File: config.mk
export PLATFORM = sky130hd
export DESIGN_NAME = memory_stage
export DESIGN_NICKNAME = d
export VERILOG_FILES = /design/src/rtl/mips_pkg.sv /design/src/rtl/memory_stage.sv
export SDC_FILE = /design/constraint.sdc
export NUM_CORES = 1
export LEC_CHECK = 0
export ABC_CLOCK_PERIOD_IN_PS = 2000
export BUFFER_PORTS_ARGS = -buffer_cell sky130_fd_sc_hd__buf_2
export CAP_MARGIN = 20
export CORE_MARGIN = 10
export CORE_UTILIZATION = 41
export CTS_CLUSTER_DIAMETER = 50
export DETAILED_ROUTE_END_ITERATION = 12
export PLACE_DENSITY = 0.87
export SLEW_MARGIN = 25
export SYNTH_ARGS = -nofsm -noshare
export SYNTH_HDL_FRONTEND = slang
export SYNTH_SLANG_ARGS = --single-unit
File: constraint.sdc
create_clock -name clk_x70 -period 2 [get_ports clk_x70]
set_input_delay 0.3 -clock clk_x70 [delete_from_list [all_inputs] [get_ports clk_x70]]
set_output_delay 0.3 -clock clk_x70 [all_outputs]
set_load 0.01 [all_outputs]
File: src/rtl/mips_pkg.sv
// Shared definitions for the MIPS pipeline stages: instruction type encodings,
// register index width and the memory-stage state encoding.
package mips_pkg;

  localparam int REG_W = 5;

  localparam logic [2:0] INST_NOP   = 3'd0;
  localparam logic [2:0] INST_ADDU  = 3'd1;
  localparam logic [2:0] INST_ADDIU = 3'd2;
  localparam logic [2:0] INST_MUL   = 3'd3;
  localparam logic [2:0] INST_LW    = 3'd4;
  localparam logic [2:0] INST_BEQ   = 3'd5;
  localparam logic [2:0] INST_JR    = 3'd6;
  localparam logic [2:0] INST_J     = 3'd7;

  typedef enum logic {
    IDLE = 1'b0,
    WAIT = 1'b1
  } mem_state_e;

endpackage

File: src/rtl/memory_stage.sv
// MEM stage: passes ALU results to writeback and performs handshaked,
// multi-cycle LW reads, freezing upstream while a read is outstanding.
module memory_stage
  import mips_pkg::*;
#(
  parameter int ADDR_W  = 10,
  parameter int TIMEOUT = 16
) (
  input  logic              clk_x70,
  input  logic              rst_x70,
  input  logic [31:0]       result_x70,
  input  logic [2:0]        inst_type_x70,
  input  logic [REG_W-1:0]  target_x70,
  output logic              dmem_req_x70,
  output logic [ADDR_W-1:0] dmem_addr_x70,
  input  logic [31:0]       dmem_rdata_x70,
  input  logic              dmem_ack_x70,
  output logic              hold_x70,
  output logic [31:0]       wb_value_x70,
  output logic [REG_W-1:0]  wb_target_x70,
  output logic              wb_we_x70,
  output logic [31:0]       mw_fwd_tapout_value_x70,
  output logic [REG_W-1:0]  mw_fwd_tapout_target_x70,
  output logic              mem_err_x70,
  output mem_state_e        mem_state_x70
);

  // Handshake: dmem_req_x70 is a level held from the LW capture edge until the
  // edge that sees dmem_ack_x70 (or the timeout abort); dmem_addr_x70 is stable
  // throughout, and dmem_rdata_x70 is taken only in the cycle ack is high.

  localparam logic [7:0] CNT_LAST = 8'(TIMEOUT - 1);

  mem_state_e        state_q, state_d;
  logic [7:0]        cnt_q, cnt_d;
  logic [ADDR_W-1:0] addr_q, addr_d;
  logic [REG_W-1:0]  tgt_q, tgt_d;
  logic [31:0]       wv_q, wv_d;
  logic [REG_W-1:0]  wt_q, wt_d;
  logic              we_q, we_d;
  logic              err_q, err_d;

  always_ff @(posedge clk_x70 or posedge rst_x70) begin
    if (rst_x70) begin
      state_q <= IDLE;
      cnt_q   <= '0;
      addr_q  <= '0;
      tgt_q   <= '0;
      wv_q    <= '0;
      wt_q    <= '0;
      we_q    <= 1'b0;
      err_q   <= 1'b0;
    end else begin
      state_q <= state_d;
      cnt_q   <= cnt_d;
      addr_q  <= addr_d;
      tgt_q   <= tgt_d;
      wv_q    <= wv_d;
      wt_q    <= wt_d;
      we_q    <= we_d;
      err_q   <= err_d;
    end
  end

  always_comb begin
    state_d = state_q;
    cnt_d   = cnt_q;
    addr_d  = addr_q;
    tgt_d   = tgt_q;
    wv_d    = wv_q;
    wt_d    = wt_q;
    we_d    = 1'b0;
    err_d   = 1'b0;
    case (state_q)
      IDLE: begin
        case (inst_type_x70)
          INST_ADDU, INST_ADDIU, INST_MUL: begin
            wv_d = result_x70;
            wt_d = target_x70;
            we_d = (target_x70 != '0);
          end
          INST_LW: begin
            if (result_x70[1:0] != 2'b00) begin
              err_d = 1'b1;
            end else begin
              addr_d  = result_x70[ADDR_W+1:2];
              tgt_d   = target_x70;
              cnt_d   = '0;
              state_d = WAIT;
            end
          end
          default: begin
            wv_d = '0;
            wt_d = '0;
          end
        endcase
      end
      WAIT: begin
        // Ack has priority over the timeout on the same edge.
        if (dmem_ack_x70) begin
          wv_d    = dmem_rdata_x70;
          wt_d    = tgt_q;
          we_d    = (tgt_q != '0);
          state_d = IDLE;
        end else if (cnt_q == CNT_LAST) begin
          err_d   = 1'b1;
          state_d = IDLE;
        end else begin
          cnt_d = cnt_q + 8'd1;
        end
      end
      default: state_d = IDLE;
    endcase
  end

  // Request and hold are both exactly the registered WAIT state.
  assign dmem_req_x70             = (state_q == WAIT);
  assign hold_x70                 = (state_q == WAIT);
  assign dmem_addr_x70            = addr_q;
  assign wb_value_x70             = wv_q;
  assign wb_target_x70            = wt_q;
  assign wb_we_x70                = we_q;
  assign mem_err_x70              = err_q;
  assign mw_fwd_tapout_value_x70  = wv_q;
  assign mw_fwd_tapout_target_x70 = we_q ? wt_q : '0;
  assign mem_state_x70            = state_q;

endmodule

Word level (Yosys, flattened, before mapping)
Cells that the tools add are included.
{"block": "totals", "elab_cells": 54, "ff_bits": 63, "inputBits": 75, "output_inout_bits": 89}
{"block": "op_classes", "eq_ne": 11, "reduce_logical": 7, "mux": 25, "bitwise": 2, "add_sub_neg": 1}
{"op": "32-bit one-hot mux with 2 select lines", "n": 2}
{"op": "32-bit two-way mux", "n": 1}
{"op": "8-bit two-way mux", "n": 4}
{"op": "5-bit one-hot mux with 2 select lines", "n": 2}
{"op": "8-bit one-hot mux with 2 select lines", "n": 1}
{"op": "1-bit two-way mux", "n": 10}
{"op": "5-bit two-way mux", "n": 2}
{"op": "2-bit != test (second input constant)", "n": 5}
{"op": "5-bit nonzero test", "n": 2}
{"op": "8-bit by 1-bit adder with 8-bit output (second input constant)", "n": 1}
{"op": "8-bit by 4-bit == test with 1-bit output (second input constant)", "n": 1}
{"op": "3-bit by 2-bit == test with 1-bit output (second input constant)", "n": 2}
{"op": "1-bit one-hot mux with 2 select lines", "n": 3}
{"op": "4-bit AND reduction", "n": 1}
{"op": "3-bit by 1-bit == test with 1-bit output (second input constant)", "n": 1}
{"op": "3-bit == test (second input constant)", "n": 1}
{"op": "3-bit AND reduction", "n": 1}
{"op": "3-bit OR reduction", "n": 1}
{"op": "2-bit by 1-bit != test with 1-bit output (second input constant)", "n": 1}
{"op": "1-bit inverter", "n": 2}
{"op": "2-bit AND reduction", "n": 1}
{"op": "2-bit nonzero test", "n": 1}

Logic depth before layout (Yosys ltp)
{"block": "depth", "word_depth": 4, "ltp_mapped": 7, "depth_no_buf": 5}

Worst setup path before layout
Ideal clock, no wire load.
{"block": "synth_path", "path_type": "register to register", "start": "register state_q, in the netlist dmem_req_x70", "end": "register addr_q[0], in the netlist dmem_addr_x70[0]", "path_stages_with_launch": 6, "path_slack_ns": 0.151, "arrival_ns": 1.723, "path_buffers": 2, "synth_period_minus_slack_ns": 1.849, "required_ns": 1.875, "cell_sequence": "dfrtp_1 clkbuf_2 or4b_4 nand2b_4 buf_6 mux2_4"}
{"block": "synth_via", "elab_chain_len": 2}
{"item": "start: declaration", "line": "memory_stage.sv:34", "text": "mem_state_e state_q, state_d;"}
{"item": "start signal: assignment", "line": "memory_stage.sv:54", "text": "state_q <= state_d;"}
{"item": "1-bit inverter (no source line)"}
{"item": "3-bit AND reduction (no source line)"}
{"item": "end signal: assignment", "line": "memory_stage.sv:56", "text": "addr_q <= addr_d;"}
{"item": "end: declaration", "line": "memory_stage.sv:36", "text": "logic [ADDR_W-1:0] addr_q, addr_d;"}
Every way passes these cells.
A chain may end at the register's enable or synchronous reset.

Final worst setup path
{"block": "layout_path", "start": "register state_q, in the netlist dmem_req_x70", "end": "register wv_q[15], in the netlist mw_fwd_tapout_value_x70[15]"}
{"block": "layout_via", "elab_chain_len": 3}
{"item": "1-bit inverter (no source line)"}
{"item": "2-bit != test (no source line)"}
{"item": "2-bit AND reduction (no source line)"}
{"item": "end signal: assignment", "line": "memory_stage.sv:58", "text": "wv_q <= wv_d;"}
{"item": "end: declaration", "line": "memory_stage.sv:38", "text": "logic [31:0] wv_q, wv_d;"}
Several ways; a longest one is shown, not always the timed one.

==> impl_results.md <==
* Ant. Diodes at 0
* Critical path, cell by cell: buf_4 > nand2b_1 > nand2_2 > buf_12 > o21ai_0
* XOR/XNOR share of the synthesized area at 0.566%
* Worst-Skew Late Latency at 0.33 ns
* DR WL/cell at 16.8 um
* Pre-CTS setup slack at 0.156 ns
* Synth Cell Area at 3090 um^2
* CP Launch Type: flip-flop
* DR iter-0 viols at 140
* Clock skew at 0.0120 ns
* Endpoints failing hold at 0
* FF-to-FF End: mw_fwd_tapout_value_x70[15]$_DFFE_PP0P_
* Die Span Y at 107 um
* Mean post-synth cell area at 10.3 um^2
* Final WS setup at 0.147 ns
* Fmax at 540 MHz
* Final instance area at 4000 um^2
* Antenna violations before repair at 0
* Worst path slowest cell: buf_4
* Pwr per Cell Area at 860 nW/um^2
* Synth warn at 0
* Root buffer selected by CTS: clkbuf_8
* Actual slew at the worst max-slew pin at 0.499 ns
* Share of post-route cells with drive strength above 1 at 47.6%
* Sink Count at 63
* CORE AREA at 7290 um^2
* Via count at 2636
* Fillcell total at 652
* Post-synthesis mux area share at 7.04%
* Critical Path Sink Type: flip-flop
* Yosys top cell area share at 51.0%
* Multi-input logic area at 1160 um^2
* Residual DRC at 0
* Top Ports at 164
* Slew Viols, Final at 0
* # rows at 31
* Ys flop type: dfrtp_1
* Aggregate routed wire length at 8.93 mm
* #FFs+latches synth at 63
* Setup TNS Final at 0 ns
* Utilization after layout at 54.8%
* Final #Nets at 502
* IO Port Bufs at 163
* Unrepaired setup endpoints after global routing: no
* Area share of fa/ha/maj cells after synthesis at 0.405%
* Main area contributors after synthesis: dfrtp_1, a22oi_1, buf_4, o21ai_0, mux2_4
* Dpl cell area at 3780 um^2
* Yosys top cell by area: dfrtp_1
* Hold Crit Class: in -> async
* Syn_nets at 376
* CTS H-tree depth at 3
* Die ar. at 11400 um^2
* Sequential area share after synthesis at 51.0%
* Largest net degree at the start of global routing at 64
* Setup Viol. Count Final at 0
* Seq. cell area at 1580 um^2
* Buf/Inv on CP at 2
* Area growth, synth to finish at 29.3%
* Final Non-Filler Cells at 530
* # hold bufs at CTS at 0
* Final period utilization at 92.7%
* CP peak stage delay at 0.43 ns
* Status: finished clean
* Delay-heaviest family, CP: buffers and inverters
* Reg2Reg Depth at 5
* Arr. time, crit path at 2.05 ns
* CP Depth at 5
* Mapped Cells at 300
* Synth Area in Simple Gates at 11.1%
* Compound-Gate Fraction of Synth Area at 18.2%
* Global route total overflow at 0
* Post-synth ARST share at 100%
* Slew headroom at 66.6%
* Post-placement cell count at 514
* CTS-repair resized insts at 0
* Largest family of logic cells by synthesized area: compound AO/OA/AOI/OAI gates
* DRT Pass-1 Iters at 4
* Post-CTS setup repair buffer count at 0
* Num CTS Buffers at 9
* Max Fanout on Critical Path at 45
* Lkg Pwr at 0.00212 uW
* Longest Clk Path Bufs at 2
* Launch point of the worst reg-to-reg path: dmem_req_x70$_DFF_PP0_
* Critical path class: reg -> reg
* Vias in the first global route at 2869
* CP Data Required Time at 2.20 ns
* First-pass GRT wire length at 14.3 mm
* Die W at 107 um
* TritonCTS clock tree: yes
* Max-cap viol count at 0
* DP HPWL at 6.98 mm
* Via density at 4.97
* Post-synth EDFFs at 0
* Max IR drop VDD at 373 uV
* Count of different cell masters after synthesis at 35
* Period minus WS final at 1.85 ns
* DRT antenna net count at 0
* Total GRT Usage at 15.3%
* Reg2Reg Setup Slack at 0.15 ns
* Starting density of the core at 42.4%
* Worst-path clk slew at 0.07 ns
* Routability cong. at 0.802
[state kept, by name (all words and copies together), names as in the netlist]
| name | count |
|---|---|
| mem_err_x70 | 1 |
| dmem_req_x70 | 1 |
| dmem_addr_x70 | 10 |
| wb_target_x70 | 5 |
| tgt_q | 5 |
| wb_we_x70 | 1 |
| cnt_q | 8 |
| mw_fwd_tapout_value_x70 | 32 |
[kinds of logic after synthesis]
group           after synthesis
fa+ha+maj                     1
flops                        63
xor+xnor                      2
compound gates               90
simple gates                 74
buf+inv                      55
mux                          15
[final cells by class]
class                   instances  area share [%]
clock buffers                  11            3.54
clock inverters                 5            2.03
inverters                       1          0.0939
multi-input cells             182            29.0
flip-flops and latches         63            39.4
well taps                      99            3.10
repair buffers                169            22.8
[per-stage QoR]
stage	hold WS (ns)	power [uW]
2_1_floorplan	0.442	1970
3_3_place_gp	0.392	2230
3_5_place_dp	0.394	2260
4_1_cts	0.0254	3490
5_1_grt	0.0341	3630
6_report	0.0239	3440
[how the worst max path moves through the flow]
stage                      startpoint                                       to  slack [ns]
2_1_floorplan                 rst_x70                     cnt_q[0]$_DFFE_PP0P_        0.13
3_3_place_gp         inst_type_x70[1]                     tgt_q[0]$_DFFE_PP0P_        0.24
3_5_place_dp   dmem_req_x70$_DFF_PP0_  mw_fwd_tapout_value_x70[15]$_DFFE_PP0P_        0.16
4_1_cts        dmem_req_x70$_DFF_PP0_  mw_fwd_tapout_value_x70[15]$_DFFE_PP0P_        0.15
5_1_grt        dmem_req_x70$_DFF_PP0_  mw_fwd_tapout_value_x70[15]$_DFFE_PP0P_        0.01
6_report       dmem_req_x70$_DFF_PP0_  mw_fwd_tapout_value_x70[15]$_DFFE_PP0P_        0.15
[placed cells by master, fill, tap and decap left out, types with 2 or more instances in the layout]
cell	n
bufinv_16	2
dfrtp_1	63
or4_1	2
nand2b_1	2
a22oi_1	37
mux2_4	13
nor3_1	2
clkbuf_8	10
buf_4	2
buf_2	163
mux2_2	2
o21ai_0	42
and2_1	5
a31oi_1	2
nor2_1	3
nand3_1	8
a21oi_1	3
nand2_1	45
buf_12	4
[Yosys cell counts (all sizes together) (2+ instances only)]
cell type	number
a21oi	3
a22oi	37
a31oi	2
and2	5
buf	45
clkbuf	9
dfrtp	63
mux2	15
nand2	46
nand2b	3
nand3	8
nor2	3
nor3	3
o21ai	42
or4	2
[where the power goes]
part | total, uW | internal (uW) | switching, uW | leakage (uW)
Sequential | 1540 | 1430 | 110 | 0.000820
Combinational | 685 | 335 | 349 | 0.00119
Clock | 1220 | 736 | 481 | 0.000110
[worst reg2reg max path, cell delays in order, from the launching register on]
cell	delay, ns
dfrtp_1	0.36
buf_4	0.43
nand2b_1	0.29
nand2_2	0.29
buf_12	0.22
o21ai_0	0.15
[routing by layer]
metal  up-vias  global-route usage, %  share of wire [%]
li1       1283                      -                  -
met2       114                   25.0                 48
met4         0                   5.22                1.4
met1      1231                   17.3                 40
met5         -                      0                  0
met3         8                   6.95                 10
Power figures use the tool's default switching activity.
